<file path="src/rtl/meas_frame_packer_pkg.sv">
// Shared types and constants for the measurement frame packer.
package meas_frame_packer_pkg;

    // Serializer state: idle or walking through the bytes of a frame
    typedef enum logic {
        ST_IDLE = 1'b0,
        ST_SEND = 1'b1
    } state_t;

    localparam int FRAME_LEN = 12;
    localparam int CHK_IDX   = 11;
    localparam int IDX_W     = $clog2(FRAME_LEN);

    localparam logic [7:0] DEF_HDR0 = 8'hA5;
    localparam logic [7:0] DEF_HDR1 = 8'h5A;

    // One captured measurement together with its precomputed checksum
    typedef struct packed {
        logic [31:0] fs;
        logic [31:0] fx;
        logic [7:0]  duty;
        logic [7:0]  chk;
    } sample_t;

    // Modulo-256 sum of the nine payload bytes (headers excluded)
    function automatic logic [7:0] calc_chk(input logic [31:0] fs,
                                            input logic [31:0] fx,
                                            input logic [7:0]  duty);
        logic [7:0] s;
        s = duty;
        for (int i = 0; i < 4; i++) begin
            s = s + fs[8*i +: 8] + fx[8*i +: 8];
        end
        return s;
    endfunction

endpackage

</file>
<file path="src/rtl/meas_frame_packer_if.sv">
// Sample input and byte-stream output bundle of the frame packer.
// master = packer side, slave = producer/transmitter side.
interface meas_frame_packer_if;
    logic        meas_valid;
    logic [31:0] fs_cnt;
    logic [31:0] fx_cnt;
    logic [7:0]  duty;
    logic [7:0]  tx_data;
    logic        tx_valid;
    logic        tx_ready;
    logic        busy;
    logic        frame_done;
    logic [7:0]  overrun_cnt;

    modport master (
        input  meas_valid, fs_cnt, fx_cnt, duty, tx_ready,
        output tx_data, tx_valid, busy, frame_done, overrun_cnt
    );

    modport slave (
        output meas_valid, fs_cnt, fx_cnt, duty, tx_ready,
        input  tx_data, tx_valid, busy, frame_done, overrun_cnt
    );
endinterface

</file>
<file path="src/rtl/meas_frame_buf.sv">
// Active/pending sample storage with overwrite tracking. The active
// register only changes between frames, so the serializer can read it
// directly while a frame is in flight.
module meas_frame_buf
    import meas_frame_packer_pkg::*;
(
    input  logic        sys_clk,
    input  logic        sys_rst_n,
    input  logic        meas_valid,
    input  logic [31:0] fs_cnt,
    input  logic [31:0] fx_cnt,
    input  logic [7:0]  duty,
    input  logic        in_send,      // serializer is walking a frame
    input  logic        frame_end,    // last byte transfers this cycle
    output sample_t     active,
    output logic        pending_full,
    output logic [7:0]  overrun_cnt,
    output logic        start_frame   // a fresh frame begins next cycle
);

    sample_t    active_q, active_d;
    sample_t    pend_q, pend_d;
    logic       pend_full_q, pend_full_d;
    logic [7:0] overrun_q, overrun_d;
    sample_t    new_s;
    logic [7:0] overrun_inc;

    // Incoming sample with its checksum formed at capture time
    always_comb begin
        new_s.fs   = fs_cnt;
        new_s.fx   = fx_cnt;
        new_s.duty = duty;
        new_s.chk  = calc_chk(fs_cnt, fx_cnt, duty);
    end

    assign overrun_inc = (overrun_q == 8'hFF) ? overrun_q : overrun_q + 8'd1;

    // Route samples to active/pending and count overwrites of a full pending slot
    always_comb begin
        active_d    = active_q;
        pend_d      = pend_q;
        pend_full_d = pend_full_q;
        overrun_d   = overrun_q;
        if (!in_send) begin
            if (meas_valid) begin
                active_d = new_s;
            end
        end else if (frame_end) begin
            if (pend_full_q) begin
                active_d = pend_q;
                if (meas_valid) begin
                    pend_d      = new_s;
                    pend_full_d = 1'b1;
                    overrun_d   = overrun_inc;
                end else begin
                    pend_full_d = 1'b0;
                end
            end else if (meas_valid) begin
                active_d = new_s;
            end
        end else if (meas_valid) begin
            pend_d      = new_s;
            pend_full_d = 1'b1;
            if (pend_full_q) begin
                overrun_d = overrun_inc;
            end
        end
    end

    // Storage registers, cleared by the asynchronous reset
    always_ff @(posedge sys_clk or negedge sys_rst_n) begin
        if (!sys_rst_n) begin
            active_q    <= '0;
            pend_q      <= '0;
            pend_full_q <= 1'b0;
            overrun_q   <= 8'h00;
        end else begin
            active_q    <= active_d;
            pend_q      <= pend_d;
            pend_full_q <= pend_full_d;
            overrun_q   <= overrun_d;
        end
    end

    assign active       = active_q;
    assign pending_full = pend_full_q;
    assign overrun_cnt  = overrun_q;
    assign start_frame  = (!in_send && meas_valid) ||
                          (frame_end && (pend_full_q || meas_valid));

endmodule

</file>
<file path="src/rtl/meas_frame_packer.sv">
// Packs each measurement sample into a 12-byte frame and streams it
// out over a valid/ready byte interface toward a UART transmitter.
module meas_frame_packer
    import meas_frame_packer_pkg::*;
#(
    parameter logic [7:0] HDR0 = DEF_HDR0,
    parameter logic [7:0] HDR1 = DEF_HDR1
) (
    input  logic                   sys_clk,
    input  logic                   sys_rst_n,
    meas_frame_packer_if.master    bus
);

    localparam logic [IDX_W-1:0] LAST_IDX = IDX_W'(CHK_IDX);

    state_t           state_q, state_d;
    logic [IDX_W-1:0] idx_q, idx_d;
    logic [7:0]       tx_data_q, tx_data_d;
    logic             tx_valid_q, tx_valid_d;

    sample_t          active;
    logic             pending_full;
    logic             start_frame;
    logic             xfer;
    logic             last_xfer;

    assign xfer      = tx_valid_q && bus.tx_ready;
    assign last_xfer = xfer && (idx_q == LAST_IDX);

    meas_frame_buf u_buf (
        .sys_clk      (sys_clk),
        .sys_rst_n    (sys_rst_n),
        .meas_valid   (bus.meas_valid),
        .fs_cnt       (bus.fs_cnt),
        .fx_cnt       (bus.fx_cnt),
        .duty         (bus.duty),
        .in_send      (state_q == ST_SEND),
        .frame_end    (last_xfer),
        .active       (active),
        .pending_full (pending_full),
        .overrun_cnt  (bus.overrun_cnt),
        .start_frame  (start_frame)
    );

    // Byte at a given frame position; counts go out most-significant first
    function automatic logic [7:0] frame_byte(input logic [IDX_W-1:0] idx,
                                              input sample_t s);
        logic [7:0] b;
        case (idx)
            4'd0:    b = HDR0;
            4'd1:    b = HDR1;
            4'd2:    b = s.fs[31:24];
            4'd3:    b = s.fs[23:16];
            4'd4:    b = s.fs[15:8];
            4'd5:    b = s.fs[7:0];
            4'd6:    b = s.fx[31:24];
            4'd7:    b = s.fx[23:16];
            4'd8:    b = s.fx[15:8];
            4'd9:    b = s.fx[7:0];
            4'd10:   b = s.duty;
            4'd11:   b = s.chk;
            default: b = 8'h00;
        endcase
        return b;
    endfunction

    // Next-state and next-output logic of the serializer
    always_comb begin
        state_d    = state_q;
        idx_d      = idx_q;
        tx_data_d  = tx_data_q;
        tx_valid_d = tx_valid_q;
        case (state_q)
            ST_IDLE: begin
                if (start_frame) begin
                    state_d    = ST_SEND;
                    idx_d      = '0;
                    tx_valid_d = 1'b1;
                    tx_data_d  = HDR0;
                end
            end
            ST_SEND: begin
                if (xfer) begin
                    if (idx_q == LAST_IDX) begin
                        idx_d = '0;
                        if (start_frame) begin
                            tx_data_d = HDR0;
                        end else begin
                            state_d    = ST_IDLE;
                            tx_valid_d = 1'b0;
                            tx_data_d  = 8'h00;
                        end
                    end else begin
                        idx_d     = idx_q + 1'b1;
                        tx_data_d = frame_byte(idx_q + 1'b1, active);
                    end
                end
            end
            default: begin
                state_d    = ST_IDLE;
                idx_d      = '0;
                tx_valid_d = 1'b0;
                tx_data_d  = 8'h00;
            end
        endcase
    end

    // Serializer state and registered stream outputs
    always_ff @(posedge sys_clk or negedge sys_rst_n) begin
        if (!sys_rst_n) begin
            state_q    <= ST_IDLE;
            idx_q      <= '0;
            tx_data_q  <= 8'h00;
            tx_valid_q <= 1'b0;
        end else begin
            state_q    <= state_d;
            idx_q      <= idx_d;
            tx_data_q  <= tx_data_d;
            tx_valid_q <= tx_valid_d;
        end
    end

    assign bus.tx_data    = tx_data_q;
    assign bus.tx_valid   = tx_valid_q;
    assign bus.frame_done = last_xfer;
    assign bus.busy       = (state_q == ST_SEND) || pending_full;

endmodule

</file>
<file path="src/flat_wrapper.sv">
// flat-port wrapper written by rule: the top's interface ports become plain ports
module meas_frame_packer_flat import meas_frame_packer_pkg::*;
#(
    parameter logic [7:0] HDR0 = DEF_HDR0,
    parameter logic [7:0] HDR1 = DEF_HDR1
)
  (sys_clk, sys_rst_n, bus_meas_valid, bus_fs_cnt, bus_fx_cnt, bus_duty, bus_tx_ready, bus_tx_data, bus_tx_valid, bus_busy, bus_frame_done, bus_overrun_cnt);
  meas_frame_packer_if bus_i ();
  input  logic sys_clk;
  input  logic sys_rst_n;
  input wire logic [$bits(bus_i.meas_valid)-1:0] bus_meas_valid;
  input wire logic [$bits(bus_i.fs_cnt)-1:0] bus_fs_cnt;
  input wire logic [$bits(bus_i.fx_cnt)-1:0] bus_fx_cnt;
  input wire logic [$bits(bus_i.duty)-1:0] bus_duty;
  input wire logic [$bits(bus_i.tx_ready)-1:0] bus_tx_ready;
  output wire logic [$bits(bus_i.tx_data)-1:0] bus_tx_data;
  output wire logic [$bits(bus_i.tx_valid)-1:0] bus_tx_valid;
  output wire logic [$bits(bus_i.busy)-1:0] bus_busy;
  output wire logic [$bits(bus_i.frame_done)-1:0] bus_frame_done;
  output wire logic [$bits(bus_i.overrun_cnt)-1:0] bus_overrun_cnt;
  assign bus_i.meas_valid = bus_meas_valid;
  assign bus_i.fs_cnt = bus_fs_cnt;
  assign bus_i.fx_cnt = bus_fx_cnt;
  assign bus_i.duty = bus_duty;
  assign bus_i.tx_ready = bus_tx_ready;
  assign bus_tx_data = bus_i.tx_data;
  assign bus_tx_valid = bus_i.tx_valid;
  assign bus_busy = bus_i.busy;
  assign bus_frame_done = bus_i.frame_done;
  assign bus_overrun_cnt = bus_i.overrun_cnt;
  meas_frame_packer #(.HDR0(HDR0), .HDR1(HDR1)) u_core (.sys_clk(sys_clk), .sys_rst_n(sys_rst_n), .bus(bus_i));
endmodule
</file>
<file path="config.mk">
export PLATFORM = sky130hd
export DESIGN_NAME = meas_frame_packer_flat
export DESIGN_NICKNAME = d
export VERILOG_FILES = /design/src/rtl/meas_frame_packer_pkg.sv /design/src/rtl/meas_frame_packer_if.sv /design/src/rtl/meas_frame_buf.sv /design/src/rtl/meas_frame_packer.sv /design/src/flat_wrapper.sv
export SDC_FILE = /design/constraint.sdc
export NUM_CORES = 1
export LEC_CHECK = 0
export CELL_PAD_IN_SITES_DETAIL_PLACEMENT = 1
export CELL_PAD_IN_SITES_GLOBAL_PLACEMENT = 1
export CORE_MARGIN = 5
export CORE_UTILIZATION = 42
export CTS_BUF_LIST = sky130_fd_sc_hd__clkbuf_2 sky130_fd_sc_hd__clkbuf_4 sky130_fd_sc_hd__clkbuf_8
export CTS_CLUSTER_SIZE = 16
export DETAILED_ROUTE_END_ITERATION = 16
export GPL_TIMING_DRIVEN = 1
export PLACE_DENSITY = 0.83
export SYNTH_ARGS = -nofsm -noshare
export SYNTH_HDL_FRONTEND = slang
export SYNTH_SLANG_ARGS = --single-unit
</file>
<file path="constraint.sdc">
create_clock -name sys_clk -period 2.37 [get_ports sys_clk]
set_input_delay 0.474 -clock sys_clk [delete_from_list [all_inputs] [get_ports sys_clk]]
set_output_delay 0.474 -clock sys_clk [all_outputs]
set_load 0.01 [all_outputs]
</file>
# After elaboration in Yosys (flattened, before gate mapping)
# Index checks and enable logic that the tools add are counted.
classes:
  multipliers: 0
  reduce_logical: 15
  addsub: 10
  eq_ne: 19
  div: 0
  n_shift: 0
  n_lt_le_gt_ge: 0
  bitwise: 1
  n_mux: 36
ops:
  columns: ["cell", "n"]
  rows:
  - ["2-to-1 mux 80 bit", 7]
  - ["one-hot mux 8 bit (12 select lines)", 1]
  - ["2-to-1 mux 8 bit", 10]
  - ["adder 8 bit", 8]
  - ["equality test 4 bit, second input constant", 5]
  - ["equality test 4 x 3 -> 1 bit, second input constant", 4]
  - ["one-hot mux 8 bit (2 select lines)", 1]
  - ["2-to-1 mux 4 bit", 3]
  - ["2-to-1 mux 1 bit", 11]
  - ["adder 8 x 1 -> 8 bit, second input constant", 1]
  - ["equality test 4 x 2 -> 1 bit, second input constant", 2]
  - ["equality test 8 bit, second input constant", 1]
  - ["!= test 2 bit, second input constant", 4]
  - ["one-hot mux 4 bit (2 select lines)", 1]
  - ["AND reduction 2 bit", 3]
  - ["adder 4 x 1 -> 4 bit, second input constant", 1]
  - ["equality test 4 x 1 -> 1 bit, second input constant", 1]
  - ["logical AND 1 bit", 4]
  - ["logical NOT 4 bit", 1]
  - ["!= test 2 x 1 -> 1 bit, second input constant", 2]
  - ["one-hot mux 1 bit (2 select lines)", 2]
  - ["AND reduction 4 bit", 1]
  - ["logical OR 1 bit", 3]
  - ["AND reduction 3 bit", 1]
  - ["other kinds (3)", 3]
word_totals:
  input_bits: 76
  latch_bits: 0
  mem_bits_rw: 0
  ff_bits: 183
  romBits: 0
  mem_count: 0

# Logic depth before layout (Yosys ltp)
# Gate-level depths: netlist (run 1).
logic_depth:
  ltp_word: 12
  ltp_mapped: 18
  mapped_depth_nobuf: 18

# By module
# Synthesis (run 1) repeated with hierarchy kept, for this count alone.
unflattened:
  hier_cells: 1048
  hier_area_um2: 9929.5
by_module_without_submodules:
  columns: ["module", "seq_area_each_um2", "area_per_inst_um2", "n_inst", "cells_each"]
  rows:
  - ["meas_frame_buf", 4229.1, 8081.5, 1, 811]
  - ["meas_frame_packer", 350.3, 1848.0, 1, 237]

# Worst setup path after synthesis (run 1)
# No wires, ideal clock.
synth_timing:
  path_kind: "input-to-reg"
  startpoint: "in bus_fx_cnt[18]"
  endpoint: "reg u_core.u_buf.active_q (netlist bit u_core.u_buf.active[6])"
  t_arrival_ns: 3.812
  slack_ns: -1.571
  cell_stages: 18
  path_buffers: 0
  cell_sequence: "inv_1 > fa_1 > inv_1 > fa_1 > fa_1 > inv_1 > fa_1 > inv_1 > ha_1 > inv_1 > fa_1 > nor2b_1 > o21ai_0 > nand2b_1 > xnor2_1 > nor2_1 > a21oi_1 > o21ai_0"
synth_via:
  elab_chain_cells: 7
synth_lines:
  columns: ["item", "line_no", "text"]
  rows:
  - ["start, declared", "flat_wrapper.sv:13", "input wire logic [$bits(bus_i.fx_cnt)-1:0] bus_fx_cnt;"]
  - ["adder 8 bit * (3 in series)", "meas_frame_packer_pkg.sv:32", "s = s + fs[8*i +: 8] + fx[8*i +: 8];"]
  - ["2-to-1 mux 80 bit *", "meas_frame_buf.sv:45, meas_frame_buf.sv:58", null]
  - ["2-to-1 mux 80 bit", "meas_frame_buf.sv:49", "if (pend_full_q) begin"]
  - ["2-to-1 mux 80 bit", "meas_frame_buf.sv:48", "end else if (frame_end) begin"]
  - ["2-to-1 mux 80 bit *", "meas_frame_buf.sv:44", "if (!in_send) begin"]
  - ["end signal, assigned", "meas_frame_buf.sv:78", "active_q <= active_d;"]
  - ["end, declared", "meas_frame_buf.sv:21", "sample_t active_q, active_d;"]
# Every way passes the cells marked *; elsewhere a longest branch is shown, timed or not. The select of a mux whose other input is x is not followed.
# A chain may end at the register's enable or synchronous reset.

# Final worst setup path (run 1)
layout_timing:
  startpoint: "in bus_fs_cnt[18]"
  endpoint: "reg u_core.u_buf.active_q (netlist bit u_core.u_buf.active[4])"
layout_via:
  elab_chain_cells: 8
layout_lines:
  columns: ["item", "line_no", "text"]
  rows:
  - ["start, declared", "flat_wrapper.sv:12", "input wire logic [$bits(bus_i.fs_cnt)-1:0] bus_fs_cnt;"]
  - ["adder 8 bit * (4 in series)", "meas_frame_packer_pkg.sv:32", null]
  - ["2-to-1 mux 80 bit *", "meas_frame_buf.sv:45, meas_frame_buf.sv:58", null]
  - ["2-to-1 mux 80 bit", "meas_frame_buf.sv:49", null]
  - ["2-to-1 mux 80 bit", "meas_frame_buf.sv:48", null]
  - ["2-to-1 mux 80 bit *", "meas_frame_buf.sv:44", null]
# Marks and branches as above.

==> reports/summary.txt, run 1 <==
Period utilisation layout: 157%
Max-Slew Margin vs Limit: 60.3%
Die Y: 162 um
WL/cell: 24.9 um
Antenna violations before repair: 0
CP Buf/Inv Count: 6
H-tree level count: 4
Sequential power share: 32.3%
Leakage Power: 5.42 nW
Sink Count: 183
Port bufs: 94
GPL Wtd Cong: 0.949
Layout cells sized above 1: 29.0%
Crit start category: input pin
RSZ-0062 raised after global routing: yes
Nets: 1234
Sw Pwr: 0.00545 W
CTS tree: yes
FFs w/ async S/R, synth: 100%
Slowest-stage cell, CP: fa_2
Global-route wire length before repair: 53.2 mm
Power Total: 0.0137 W
GR Util All Layers: 26.3%
Sw Ratio: 39.8%
DRC: 0
Fin worst setup slack: -1.36 ns
Hold Vio Cnt, Final: 0
Synthesis-to-layout area growth: 28.1%
Failing checks: setup timing
Combinational Power Share: 50.0%
Max cap viols: 0
Delay-heaviest family, CP: adder cells
Die area: 0.0263 mm2
Top FF cell, synth: dfrtp_1
Hold crit path type: in -> reg
Place WS: -2.35 ns
Total internal power: 0.00824 W
WS Path Type: in -> reg
Fmax achieved: 268 MHz
Post-Synthesis Cells: 934
Fin crit period: 3.73 ns
Number of global-route vias before repair: 9105
Status: finished with violations
Hpwl dp: 24.3 mm
Ports: 95
# diodes: 0
DRT Wirelength: 34.8 mm
Ys Warns: 0
Crit end category: register
Fin. max-slew vios: 0
Clock Latency Late Sink: 0.50 ns
Register area share after synthesis: 47.2%
Drt initial violations: 619
Clock Tree Root: clkbuf_8
Arrival time worst endpoint: 4.13 ns
Number of vias per cell: 5.93
Synthesized area: 0.00971 mm2
Worst slew pin tran: 0.596 ns
Crit path cell chain: clkdlybuf4s15_1, fa_2, fa_1, fa_1, inv_2, fa_1, inv_2, ha_4, inv_2, fa_2, buf_4, buf_6, xor2_4, nand3_1, o21ai_1, a21oi_1
Reg clk slew, reported paths: 0.11 ns
Total congestion overflow: 0
DR vias: 8283
# rows: 55
Core area: 0.0227 mm2
Maximum vdd ir drop: 0.636 mV
Data required time at the worst endpoint: 2.77 ns
Final setup fails: 14
Largest net degree at the start of global routing: 75
Post-synth cell types: 52
Inserted Clock Buffers: 17
Layout Utilization: 54.8%
Post-synthesis average cell area: 10.4 um2
Clock skew: 0.0220 ns
Clock Tree Buf Depth: 2
Initial Util: 42.8%
Slowest stage delay, CP: 0.58 ns
Flops & latches, synth: 183
Number of synthesized flops with an enable pin: 0
Clk pwr share: 17.8%
Die W: 162 um
Synth Net Count: 1069
Antenna-violating nets left: 0
CP Max Fanout: 2
Drt pass-1 iters: 5
Power density cells: 1100 mW/mm2
worst reg2reg max path: stages (launching register included):
cell and delay, ns:
dfrtp_1 0.43, ha_4 0.19, and2b_2 0.22, a21oi_2 0.18, o21ai_2 0.12, and2_1 0.30
a32o_1 0.30, nor4_4 0.29, a31oi_1 0.15
synthesized netlist by cell type (2+ instances only):
cell	number	area (um2)
a211oi_1	2	15.0
a21o_1	5	37.5
a21oi_1	99	495
a221oi_1	5	43.8
a22o_1	6	52.6
a22oi_1	10	75.1
a31oi_1	8	50.1
a32o_1	6	60.1
a32oi_1	6	52.6
and2_0	2	12.5
and2_1	4	25.0
and3_1	5	31.3
buf_1	3	11.3
buf_2	13	65.1
buf_4	14	105
clkbuf_1	34	128
dfrtp_1	183	4580
fa_1	45	901
ha_1	14	175
inv_1	63	236
mux2_2	64	721
mux2i_1	2	20.0
nand2_1	49	184
nand3_1	8	40.0
nand4_1	5	31.3
nor2_1	100	375
nor2b_1	3	18.8
nor3_1	6	30.0
nor4_1	5	31.3
o211ai_1	2	15.0
o21ai_0	32	160
o21ai_1	3	15.0
o22ai_1	82	513
o31ai_1	2	15.0
o32ai_1	2	17.5
xnor2_1	23	201
xor2_1	4	35.0
power groups by stage:
| stage | registers [W] | logic (W) | clock network [W] |
|---|---|---|---|
| after floorplan | 0.00425 | 0.00306 | 0 |
| after global placement | 0.00437 | 0.00508 | 0 |
| after detailed placement | 0.00442 | 0.00542 | 0 |
| after CTS | 0.00437 | 0.00621 | 0.00245 |
| after global routing | 0.00446 | 0.00729 | 0.00258 |
| final | 0.00442 | 0.00684 | 0.00243 |
layout make-up:
cell class	count	area, um2
Inverter	63	249
Multi-Input combinational cell	624	4870
Clock buffer	17	234
Sequential cell	183	4580
Tap cell	285	357
Clock inverter	15	226
Fill cell	2445	10300
Timing Repair Buffer	210	1930
cells by family after synthesis:
group,count (synthesis),synth area share (%)
adders and majority gates,59,11.1
and+or+nand+nor,194,8.53
AOI/OAI and AO/OA,278,17.6
DFF,183,47.2
muxes,66,7.63
buffers and inverters,127,5.62
xor gates and xnor gates,27,2.43
metal layers:
layer	vias to the layer above	GRT usage (%)	share of wire [%]
met5	-	0	0
met4	0	10.0	4.5
met3	87	5.53	6.7
met2	336	44.1	49
met1	4249	33.7	39
li1	3611	-	-
sequential cells by signal (all words and copies together) (netlist names):
register and count:
u_core.u_buf.active 80, u_core.u_buf.pending_full 1, u_core.bus.tx_valid 1, u_core.idx_q 4, u_core.bus.tx_data 8, u_core.u_buf.pend_q 80
u_core.state_q 1, u_core.u_buf.overrun_cnt 8
stage by stage:
stage                     setup TNS (ns)  cells  hold slack (ns)  instance area (um2)
after floorplan                   -14.34    934            0.178                 9740
after global placement            -25.46   1357            0.462                11700
after detailed placement          -27.04   1357            0.476                11700
after CTS                         -12.96   1394            0.251                12300
after global routing              -14.29   1397            0.252                12400
final                             -13.37   1397            0.244                12400
what timing repair did:
action | CTS | global route
setup buffers | 4 | 4
endpoints found under the hold margin | 30 | 0
pin swaps | 53 | 26
setup endpoints to repair | 19 | 21
resized for setup | 224 | 40
hold buffers | 1 | 0
worst paths after layout:
kind                                             from                 endpoint  slack (ns)  cells after the start
worst min-delay path                      bus_duty[2]  u_core.u_buf.pend_q[10]        0.24                      3
worst max register to register        u_core.idx_q[0]    u_core.bus.tx_data[0]        0.05                      8
worst min register to register  u_core.bus.tx_data[4]    u_core.bus.tx_data[4]        0.50                      1
min in group asynchronous                   sys_rst_n  u_core.u_buf.active[55]        0.51                      2
worst max-delay path                   bus_fs_cnt[18]   u_core.u_buf.active[4]       -1.36                     16
max in group asynchronous                   sys_rst_n    u_core.bus.tx_data[5]        1.15                      3
cell usage in the layout (no fill, tap or decap), types with 10 or more instances in the layout:
cell	instances
a21oi_1	95
a22oi_1	10
buf_12	15
buf_2	18
buf_4	99
clkbuf_8	18
clkdlybuf4s50_1	32
dfrtp_1	183
dlygate4sd2_1	21
fa_1	30
fa_2	15
inv_1	36
inv_2	24
mux2_2	62
nand2_1	46
nor2_1	100
o21ai_0	22
o22ai_1	81
xnor2_1	20
Note: power is estimated with default switching activity, not from simulation.
==> run 2: changes to the inputs <==
--- a/config.mk
+++ b/config.mk
@@ -8,12 +8,14 @@
 export CELL_PAD_IN_SITES_DETAIL_PLACEMENT = 1
 export CELL_PAD_IN_SITES_GLOBAL_PLACEMENT = 1
 export CORE_MARGIN = 5
-export CORE_UTILIZATION = 42
+export CORE_UTILIZATION = 46
 export CTS_BUF_LIST = sky130_fd_sc_hd__clkbuf_2 sky130_fd_sc_hd__clkbuf_4 sky130_fd_sc_hd__clkbuf_8
 export CTS_CLUSTER_SIZE = 16
 export DETAILED_ROUTE_END_ITERATION = 16
+export DONT_BUFFER_PORTS = 1
 export GPL_TIMING_DRIVEN = 1
 export PLACE_DENSITY = 0.83
 export SYNTH_ARGS = -nofsm -noshare
 export SYNTH_HDL_FRONTEND = slang
+export SYNTH_HIERARCHICAL = 1
 export SYNTH_SLANG_ARGS = --single-unit
==> reports/summary.txt, run 2 <==
Status: finished with violations
Failing checks: hold timing, setup timing
Hold crit path type: in -> async
Setup TNS: -12.13 ns
Fillers: 2378
Slowest-stage cell, CP: fa_1
Max-Slew Margin vs Limit: 57.3%
Post-synth cell types: 73
DRT Wirelength: 36.3 mm
Reg clk slew, reported paths: 0.11 ns
Initial Util: 46.9%
Register area share after synthesis: 46.1%
Ports: 95
Antenna violations before repair: 0
Fin crit period: 3.56 ns
WS Path Type: in -> reg
Die Y: 157 um
CTS tree: yes
Highest-count cells in the layout ignoring fill and taps: 183 x nand2_1, 183 x dfrtp_1, 120 x nor2_1, 84 x o22ai_1, 75 x buf_4
Power density cells: 1100 mW/mm2
Port bufs: 0
Layout cells sized above 1: 19.7%
Antenna-violating nets left: 0
Top FF cell, synth: dfrtp_1
Hpwl dp: 24.3 mm
Drt pass-1 iters: 5
Global-route wire length before repair: 53.9 mm
Synthesis-to-layout area growth: 16.9%
Fmax achieved: 281 MHz
Post-Synthesis Cells: 1048
Crit path cell chain: fa_1, inv_2, fa_1, fa_1, fa_1, inv_2, ha_4, fa_2, a21o_1, a21oi_2, xnor2_2, buf_4, nand2_2, nand2_2
Core area: 0.0212 mm2
Arrival time worst endpoint: 4.00 ns
Nets: 1234
Synth Net Count: 1183
Ranking of synthesized cells by area: dfrtp_1 46%, fa_1 9.1%, nand2_1 7.2%
WL/cell: 26.2 um
GR Util All Layers: 28.8%
Inserted Clock Buffers: 17
Data required time at the worst endpoint: 2.80 ns
Count leader, synth: nand2_1
Slowest stage delay, CP: 0.60 ns
RSZ-0062 raised after global routing: yes
Post-synthesis average cell area: 9.47 um2
Fin. max-slew vios: 0
Clock Tree Root: clkbuf_8
Final setup fails: 19
Fin worst setup slack: -1.19 ns
DR vias: 8765
Period utilisation layout: 150%
Number of synthesized flops with an enable pin: 0
Hold Vio Cnt, Final: 183
WHS: -0.337 ns
Area leader, netlist: dfrtp_1
Ys Warns: 6
Sink Count: 183
Worst slew pin tran: 0.640 ns
Synth top area share: 46.1%
Crit end category: register
Most common cell on crit path: fa_1
Synthesized area: 0.00993 mm2
# rows: 53
Clock skew: 0.0179 ns
Die W: 157 um
Number of vias per cell: 6.31
Place WS: -1.66 ns
CP Max Fanout: 3
Max cap viols: 0
Total congestion overflow: 0
FFs w/ async S/R, synth: 100%
Largest net degree at the start of global routing: 184
Maximum vdd ir drop: 0.749 mV
Clock Tree Buf Depth: 2
GPL Wtd Cong: 0.939
Flops & latches, synth: 183
Clock Latency Late Sink: 0.50 ns
Drt initial violations: 990
R2R cell count: 13
H-tree level count: 4
Synth cell count leaders: 191 x nand2_1, 183 x dfrtp_1, 122 x nor2_1, 86 x o22ai_1, 70 x inv_1
Die area: 0.0246 mm2
Number of global-route vias before repair: 9063
Layout Utilization: 54.9%
Leakage Power: 5.14 nW
DRC: 0
Crit start category: input pin
-- run 2: worst max-delay path, delay by kind of cell --
family	cells	cell delay, ns
adder cells (fa/ha/maj)	6	2.65
AO/OA/AOI/OAI	2	0.36
buffers and inverters	3	0.26
XOR/XNOR	1	0.15
AND/OR/NAND/NOR	2	0.10
-- run 2: kinds of logic after synthesis --
group | after synthesis | synth area share, %
buffers and inverters | 135 | 5.76
AND/OR/NAND/NOR | 370 | 15.4
XOR/XNOR | 28 | 2.47
AO/OA/AOI/OAI | 259 | 17.8
adder cells (fa/ha/maj) | 59 | 10.8
flip-flops | 183 | 46.1
multiplexers | 14 | 1.56
-- run 2: routing by layer --
metal	vias to the layer above	track usage [%]	share of wire [%]
met1	4495	37.9	39
li1	3701	-	-
met3	110	8.28	8.8
met4	0	12.4	4.5
met2	459	45.0	47
met5	-	0	0
-- run 2: report_power, final --
part | total (W) | internal (W) | switching [W]
logic | 0.00592 | 0.00268 | 0.00324
clock network | 0.00222 | 0.000894 | 0.00132
registers | 0.00457 | 0.00386 | 0.000714
-- run 2: repair_timing --
action                                 CTS  global route
endpoints found under the hold margin  183           183
cloned                                   0             1
setup buffers                            9            17
setup endpoints to repair               19            21
pin swaps                               23            15
resized for setup                       37            32
-- run 2: area by class of cell --
class	count	area [um2]	area share, %
well taps	275	344	2.96
clock buffers	18	241	2.08
inverters	71	273	2.35
repair buffers	96	918	7.91
multi-input cells	730	5090	43.8
diodes	1	2.50	0.0216
flip-flops and latches	183	4580	39.5
clock inverters	14	163	1.40
-- run 2: metrics by stage --
step / area [um2] / total power, W / std cells
final: 11600 / 0.0127 / 1388
after global routing: 11600 / 0.0133 / 1387
after CTS: 11300 / 0.0117 / 1370
after detailed placement: 10700 / 0.00911 / 1329
after global placement: 10700 / 0.00883 / 1329
after floorplan: 9980 / 0.00736 / 1048
-- run 2: final timing paths --
path	startpoint	endpoint	slack, ns
hold / removal	sys_rst_n	u_core/u_buf/active[72]	-0.34
max in group asynchronous	sys_rst_n	u_core/idx_q[0]	2.43
min in group sys_clk	bus_meas_valid	u_core/u_buf/active[26]	0.08
setup / recovery	bus_fs_cnt[2]	u_core/u_buf/pend_q[6]	-1.19
setup reg to reg	u_core/idx_q[1]	u_core/bus.tx_data[7]	-0.19
hold reg to reg	u_core/u_buf/pend_q[33]	u_core/u_buf/pend_q[33]	0.48
==> run 3: changes to the inputs <==
--- a/config.mk
+++ b/config.mk
@@ -5,6 +5,7 @@
 export SDC_FILE = /design/constraint.sdc
 export NUM_CORES = 1
 export LEC_CHECK = 0
+export CAP_MARGIN = 20
 export CELL_PAD_IN_SITES_DETAIL_PLACEMENT = 1
 export CELL_PAD_IN_SITES_GLOBAL_PLACEMENT = 1
 export CORE_MARGIN = 5
@@ -19,3 +20,4 @@
 export SYNTH_HDL_FRONTEND = slang
 export SYNTH_HIERARCHICAL = 1
 export SYNTH_SLANG_ARGS = --single-unit
+export TNS_END_PERCENT = 5
==> reports/summary.txt, run 3 (same netlist as run 2, synthesis figures left out) <==
Hold crit path type: in -> async
Placed cell count: 1335
WL/cell: 26.1 um
Highest-count cells in the layout ignoring fill and taps: 185 x nand2_1, 183 x dfrtp_1, 122 x nor2_1, 84 x o22ai_1, 70 x buf_4
Hold Vio Cnt, Final: 183
CTS tree: yes
Sw Pwr: 0.00511 W
Die W: 157 um
Routed wl met3: 2.88 mm
Layout Utilization: 53.3%
RSZ-0062 raised after global routing: yes
# diodes: 0
Status: finished with violations
Port bufs: 0
Number of global-route vias before repair: 9459
Combinational Power Share: 43.7%
Fin. max-slew vios: 0
Failing checks: hold timing, setup timing
Core area: 0.0212 mm2
Dpl cell area: 0.0107 mm2
H-tree level count: 4
Max cap viols: 0
Drt pass-1 iters: 5
Met2 wire len: 17.3 mm
Sink Count: 183
# rows: 53
Antenna violations before repair: 0
DR vias: 8689
WL met1: 13.6 mm
Final cell count without fillers: 1369
Power density cells: 1120 mW/mm2
Crit start category: input pin
Setup TNS: -11.38 ns
Clock Tree Buf Depth: 2
Clock Latency Late Sink: 0.49 ns
Nets: 1216
Antenna-violating nets left: 0
WHS: -0.330 ns
Final instance area: 0.0113 mm2
Arrival time worst endpoint: 4.02 ns
Clk pwr share: 19.7%
Fin worst setup slack: -1.24 ns
GR Util All Layers: 30.0%
CP Max Fanout: 2
Crit end category: register
Fin crit period: 3.61 ns
Layout cells sized above 1: 16.7%
Total internal power: 0.00756 W
Ports: 95
DRT Wirelength: 35.7 mm
Top sig layer: met4
RR Startpoint: u_core/idx_q[1]
Period utilisation layout: 152%
Drt initial violations: 921
CP startpoint: bus_fx_cnt[9]
Initial Util: 46.9%
Worst slew pin tran: 0.830 ns
Fmax achieved: 277 MHz
Final setup fails: 17
Hpwl dp: 25.0 mm
Number of vias per cell: 6.35
Max-Slew Margin vs Limit: 44.1%
Data required time at the worst endpoint: 2.79 ns
Sequential power share: 36.6%
Sw Ratio: 40.4%
Global-route wire length before repair: 56.0 mm
Synthesis-to-layout area growth: 13.6%
Reg clk slew, reported paths: 0.11 ns
Die area: 0.0246 mm2
Total congestion overflow: 0
WS Path Type: in -> reg
Largest net degree at the start of global routing: 184
Inserted Clock Buffers: 17
Leakage Power: 5.01 nW
Maximum vdd ir drop: 0.601 mV
Die Y: 157 um
Clock skew: 0.0114 ns
GPL Wtd Cong: 0.933
Clock Tree Root: clkbuf_8
DRC: 0
Commonest non-fill, non-tap cell in the layout: nand2_1
-- run 3: stage by stage --
step | total power [W] | setup WS [ns]
CTS | 0.0124 | -1.19
detailed placement | 0.00922 | -1.76
finish | 0.0127 | -1.24
floorplan | 0.00729 | -1.42
global placement | 0.00879 | -1.59
global route | 0.0132 | -1.25
-- run 3: worst paths after layout --
path / cells after the start / slack, ns / end
max in group asynchronous: 0 / 2.38 / u_core/u_buf/overrun_cnt[6]
setup / recovery: 13 / -1.24 / u_core/u_buf/active[6]
hold / removal: 0 / -0.33 / u_core/u_buf/overrun_cnt[4]
hold reg to reg: 2 / 0.49 / u_core/u_buf/pend_q[28]
setup reg to reg: 12 / -0.17 / u_core/bus.tx_data[2]
min in group sys_clk: 2 / 0.08 / u_core/u_buf/pend_q[58]
-- run 3: routing by layer --
layer	up-vias	track usage [%]
met3	130	7.62
met4	0	16.2
met2	440	48.4
met5	-	0
met1	4454	37.3
li1	3665	-
-- run 3: critical path, cell delays in order --
cell and delay (ns):
inv_1 0.07, fa_1 0.62, fa_2 0.45, fa_1 0.42
fa_1 0.55, inv_2 0.06, ha_4 0.17, fa_2 0.38
a21o_1 0.20, a21oi_2 0.20, xnor2_2 0.14, o22ai_1 0.10
a21oi_1 0.18
-- run 3: repair_timing --
item	in CTS	in global routing
resized for setup	33	13
endpoints found under the hold margin	183	183
pin swaps	32	10
endpoints found under the setup margin	22	22
buffers inserted	2	0
-- run 3: final cells by class --
cell class	instances	area (um2)
clock buffer	18	248
sequential	183	4580
clock inverter	14	216
multi-input combinational	730	4940
tap	275	344
timing repair buffer	78	686
fill	2364	9870
inverter	71	269
-- run 3: power by group through the flow --
| stage | clock network [W] | logic (W) | registers, W |
|---|---|---|---|
| 2_1_floorplan | 0 | 0.00298 | 0.00431 |
| 3_3_place_gp | 0 | 0.00418 | 0.00461 |
| 3_5_place_dp | 0 | 0.00457 | 0.00466 |
| 4_1_cts | 0.00252 | 0.00530 | 0.00461 |
| 5_1_grt | 0.00265 | 0.00590 | 0.00469 |
| 6_report | 0.00249 | 0.00554 | 0.00464 |
==> variant 1 (settings of run 1) <==
`FRAME_LEN`: 12 -> 24.
--- a/src/rtl/meas_frame_packer_pkg.sv
+++ b/src/rtl/meas_frame_packer_pkg.sv
@@ -7,7 +7,7 @@
         ST_SEND = 1'b1
     } state_t;
 
-    localparam int FRAME_LEN = 12;
+    localparam int FRAME_LEN = 24;
     localparam int CHK_IDX   = 11;
     localparam int IDX_W     = $clog2(FRAME_LEN);
 
Formal check against the unedited RTL: no difference found for any inputs over 4 cycles, from zero or initial values and one cycle with sys_rst_n low; that may be too few to reach the edited logic, so the function may still have changed.
==> variant 1 against run 1 <==
The run still ends with negative setup slack left; maximum frequency down 2.9%; clock power down 14%; final cell count down 1.3%; critical path depth shrank 3; total power is 3.4% lower; core utilization is essentially flat; count of clock-buffer cells in the layout up 5; die area decreased by 0.38%; wire length up 6.7%; sequential cell count rose by 1; worst setup slack got worse by 0.11 ns; area after synthesis decreased by 0.40%; final area shrank 0.27%; largest cell class unchanged.
==> variant 1: results <==
export IMPL_r2r_start="u_core.idx_q[0]$_DFFE_PN0P_"
export IMPL_place_ws_ns=-2.28
export IMPL_drive_above_1_share_pct=30.9
export IMPL_r2r_cells=7
export IMPL_grt_use_met3_pct=4.92
export IMPL_p_sw_mw=5.30
export IMPL_fillers=2385
export IMPL_crit_start="bus_fx_cnt[12]"
export IMPL_groute_usage_overall_pct=25.8
export IMPL_stdcell_count=1379
export IMPL_num_antenna_cells=0
export IMPL_critPathMaxStageDelay_ns=0.61
export IMPL_failed_checks="negative setup slack"
export IMPL_power_leakage_nw=5.43
export IMPL_p_seq_mw=4.16
export IMPL_port_buffers=94
export IMPL_cts_clk_slew_worst_paths_ns=0.10
export IMPL_antenna_found_initial=0
export IMPL_vias_per_cell=6.27
export IMPL_wl_met1_um=13400
export IMPL_worstSetupEndpoint="u_core.u_buf.active[6]$_DFFE_PN0P_"
export IMPL_irDropWorstVdd_mv=0.620
export IMPL_routed_wl_met3_um=2630
export IMPL_tightest_slew_ns=0.571
export IMPL_slowest_stage="fa_1"
export IMPL_grt_pass1_wl_um=52500
export IMPL_synth_top_cells_by_area="dfrtp_1 48%, fa_1 9.3%, mux2_2 6.3%"
export IMPL_grt_use_met1_pct=31.5
export IMPL_clock_path_buffers=2
export IMPL_ys_async_sr_fraction_pct=100
export IMPL_rr_endpoint="u_core.bus.tx_data[6]$_DFFE_PN0P_"
export IMPL_fin_skew_ns=0.0177
export IMPL_ys_types=54
export IMPL_setup_viol=15
export IMPL_final_net_count=1219
export IMPL_place_inst=1337
export IMPL_grt_max_degree=82
export IMPL_grt_use_met2_pct=44.2
export IMPL_switching_share_pct=40.1
export IMPL_arrival_ns=4.21
export IMPL_wl_met2_um=18400
export IMPL_synth_seq_area_share_pct=47.6
export IMPL_final_setup_worst_slack_ns=-1.47
export IMPL_clkLatencyLatePin_ns=0.48
export IMPL_grt_pass1_vias=9141
export IMPL_syn_nets=1049
export IMPL_critPathMaxFanout=3
export IMPL_status="finished, violations left"
export IMPL_drt_iter0_drc=826
export IMPL_first_pass_iters=7
export IMPL_reg2reg_slack_ns=-0.03
export IMPL_synth_commonest_cells="184 x dfrtp_1, 90 x a21oi_1, 87 x nor2_1, 84 x o22ai_1, 74 x inv_1"
export IMPL_yosys_warnings=0
export IMPL_hpwl_um=23000
export IMPL_wl_per_cell_um=27.0
export IMPL_combPwrFrac_pct=52.6
export IMPL_place_gp_congestion=0.947
export IMPL_syn_inst=914
export IMPL_hp_class="input pin to flip-flop"
variant 1: cell types whose count changed after synthesis, moves of 6 or more:
cell / before / now
nor2_1: 100 / 87
inv_1: 63 / 74
buf_4: 14 / 4
mux2_2: 64 / 54
a21oi_1: 99 / 90
a221oi_1: 5 / 13
a22oi_1: 10 / 17
a31oi_1: 8 / 1
a32oi_1: 6 / 0
buf_2: 13 / 19
variant 1: cell type report:
| class | count | area share, % |
|---|---|---|
| Multi-Input combinational cell | 596 | 39.0 |
| Sequential cell | 184 | 37.1 |
| Timing Repair Buffer | 211 | 15.8 |
| Tap cell | 285 | 2.87 |
| Inverter | 74 | 2.38 |
| Clock buffer | 22 | 2.29 |
| Clock inverter | 7 | 0.575 |
variant 1: logic make-up (layout without fill, tap and decap cells):
| kind of cell | after synthesis | after routing | share of synthesized area [%] |
|---|---|---|---|
| adder cells (fa/ha/maj) | 59 | 59 | 11.1 |
| buffers and inverters | 134 | 314 | 5.92 |
| multiplexers | 58 | 58 | 6.75 |
| AND/OR/NAND/NOR | 170 | 170 | 7.57 |
| AO/OA/AOI/OAI | 281 | 281 | 18.5 |
| flip-flops | 184 | 184 | 47.6 |
| XOR/XNOR | 28 | 28 | 2.54 |
variant 1: stage by stage:
| step | cell area, um2 | utilization (%) | setup TNS [ns] |
|---|---|---|---|
| 3_3_place_gp | 11600 | 51.4 | -25.16 |
| 2_1_floorplan | 9710 | - | -14.31 |
| 3_5_place_dp | 11600 | 51.4 | -26.95 |
| 6_report | 12400 | 54.8 | -14.38 |
| 4_1_cts | 12100 | 53.2 | -13.28 |
| 5_1_grt | 12400 | 54.8 | -14.54 |
variant 1: repair_timing:
item | in CTS | in global routing
endpoints found under the hold margin | 45 | 0
resized for setup | 205 | 76
hold buffers | 1 | 0
setup endpoints to repair | 16 | 52
pin swaps | 46 | 51
cloned | 0 | 3
buffers inserted | 4 | 5
variant 1: worst min-delay path by stage:
| stage | from | endpoint | slack (ns) | depth (start not counted) |
|---|---|---|---|---|
| CTS | bus_fx_cnt[2] | u_core.u_buf.pend_q[18]$_DFFE_PN0P_ | 0.24 | 3 |
| detailed placement | sys_rst_n | u_core.bus.tx_valid$_DFFE_PN0P_ | 0.47 | 1 |
| finish | bus_fs_cnt[26] | u_core.u_buf.pend_q[74]$_DFFE_PN0P_ | 0.25 | 2 |
| global route | bus_fs_cnt[26] | u_core.u_buf.pend_q[74]$_DFFE_PN0P_ | 0.23 | 2 |
| floorplan | sys_rst_n | u_core.bus.tx_data[0]$_DFFE_PN0P_ | 0.18 | 0 |
| global placement | u_core.u_buf.pend_q[25]$_DFFE_PN0P_ | u_core.u_buf.pend_q[25]$_DFFE_PN0P_ | 0.46 | 2 |
==> variant 2 (settings of run 1) <==
Made on the original files. One comparison of `idx_q` changes from == to >=.
--- a/src/rtl/meas_frame_packer.sv
+++ b/src/rtl/meas_frame_packer.sv
@@ -25,7 +25,7 @@
     logic             last_xfer;
 
     assign xfer      = tx_valid_q && bus.tx_ready;
-    assign last_xfer = xfer && (idx_q == LAST_IDX);
+    assign last_xfer = xfer && (idx_q >= LAST_IDX);
 
     meas_frame_buf u_buf (
         .sys_clk      (sys_clk),
Function: no difference found for any inputs over 4 cycles, from zero or initial values and one cycle with sys_rst_n low; that may be too few to reach the edited logic, so the function may still have changed.
==> variant 2 against run 1 <==
The flow still finishes with violations (negative setup slack); global-route usage down 0.57 points; first-iteration DRC count up 9.0%; core utilization down 0.64 points; worst setup slack worse by 0.033 ns; final area down 1.2%; area after synthesis about the same; sequential power up 13%; total power up 11%; wire length down 3.7%; sequential cell count unchanged.
==> variant 2: results <==
export IMPL_ys_async_sr_fraction_pct=100
export IMPL_first_pass_iters=6
export IMPL_cts_made_buffers=17
export IMPL_grt_max_degree=68
export IMPL_cts_hold_buf=1
export IMPL_vias_per_cell=5.97
export IMPL_tightest_slew_ns=0.616
export IMPL_synth_seq_area_share_pct=47.1
export IMPL_r2r_start="u_core.idx_q[1]$_DFFE_PN0P_"
export IMPL_grt_pass1_wl_um=52400
export IMPL_hp_class="input pin to flip-flop"
export IMPL_min_from="bus_fs_cnt[0]"
export IMPL_groute_usage_overall_pct=25.7
export IMPL_routed_wl_met3_um=1930
export IMPL_r2r_cells=9
export IMPL_worstSetupEndpoint="u_core.u_buf.active[6]$_DFFE_PN0P_"
export IMPL_critPathMaxFanout=2
export IMPL_vias=8256
export IMPL_irDropWorstVdd_mv=0.622
export IMPL_switching_share_pct=43.1
export IMPL_crit_start="bus_fs_cnt[26]"
export IMPL_worst_hold_path_endpoint="u_core.u_buf.pend_q[48]$_DFFE_PN0P_"
export IMPL_status="finished, violations left"
export IMPL_fin_skew_ns=0.0242
export IMPL_power_leakage_nw=5.43
export IMPL_hold_slack_ns=0.234
export IMPL_synth_most_common_cell="dfrtp_1"
export IMPL_highest_layer="met4"
export IMPL_synth_top_cells_by_area="dfrtp_1 47%, fa_1 9.3%, mux2_4 5.3%"
export IMPL_reg2reg_slack_ns=0.05
export IMPL_synth_commonest_cells="183 x dfrtp_1, 93 x nor2_1, 85 x a21oi_1, 76 x o22ai_1, 68 x inv_1"
export IMPL_grt_pass1_vias=9134
export IMPL_place_gp_congestion=0.908
export IMPL_clock_path_buffers=2
export IMPL_wl_per_cell_um=24.3
export IMPL_syn_inst=921
export IMPL_wl_met1_um=13300
export IMPL_wl_met2_um=16700
export IMPL_arrival_ns=4.16
export IMPL_setup_viol=13
export IMPL_drive_above_1_share_pct=29.2
export IMPL_final_net_count=1220
export IMPL_drt_iter0_drc=675
export IMPL_cts_resized=210
export IMPL_place_inst=1343
export IMPL_setup_tns_final_ns=-13.27
export IMPL_final_setup_worst_slack_ns=-1.39
export IMPL_syn_nets=1056
export IMPL_cts_root_buf="clkbuf_8"
export IMPL_failed_checks="negative setup slack"
export IMPL_rr_endpoint="u_core.bus.tx_data[2]$_DFFE_PN0P_"
export IMPL_port_buffers=94
export IMPL_clkLatencyLatePin_ns=0.50
export IMPL_hpwl_um=24200
export IMPL_post_cts_buffers=5
export IMPL_cts_max_level=4
export IMPL_hold_depth=2
[variant 2: cell type report]
class                      count  area, um2
tap                          285        357
clock buffer                  17        234
sequential                   183       4580
clock inverter                15        173
inverter                      69        272
fill                        2465      10400
timing repair buffer         208       1880
multi-input combinational    606       4800
[variant 2: critical path: stages]
cell and delay, ns:
buf_8 0.10, fa_2 0.64, fa_1 0.46, fa_1 0.53
inv_2 0.05, fa_1 0.47, inv_2 0.09, ha_4 0.14
inv_4 0.03, fa_2 0.39, inv_2 0.06, a21o_1 0.11
a21oi_2 0.06, xor2_1 0.23, o21ai_1 0.11, a22o_1 0.20
[variant 2: cell families (layout without fill, tap and decap cells)]
family	count (synthesis)	count (layout)	synth area share, %
xor+xnor	28	28	2.52
buf+inv	132	309	5.83
mux	60	60	8.29
simple gates	193	193	8.21
compound gates	266	266	17.0
fa+ha+maj	59	59	11.1
flops	183	183	47.1
[variant 2: per-stage QoR]
| stage | area [um2] | worst slack (ns) |
|---|---|---|
| after global placement | 11700 | -2.16 |
| final | 12300 | -1.39 |
| after CTS | 12200 | -1.40 |
| after detailed placement | 11700 | -2.39 |
| after floorplan | 9760 | -1.45 |
| after global routing | 12300 | -1.46 |
[variant 2: power by group through the flow]
| stage | combinational, mW | clock, mW | sequential (mW) |
|---|---|---|---|
| floorplan | 4.19 | 0 | 4.76 |
| global placement | 6.42 | 0 | 4.91 |
| detailed placement | 6.98 | 0 | 4.99 |
| CTS | 7.60 | 2.22 | 4.96 |
| global route | 8.60 | 2.37 | 5.07 |
| finish | 8.04 | 2.21 | 5.00 |
[variant 2: per-layer routing]
| layer | vias up | track usage (%) |
|---|---|---|
| li1 | 3534 | - |
| met1 | 4311 | 31.8 |
| met2 | 320 | 43.3 |
| met3 | 91 | 5.33 |
| met4 | 0 | 12.2 |
| met5 | - | 0 |
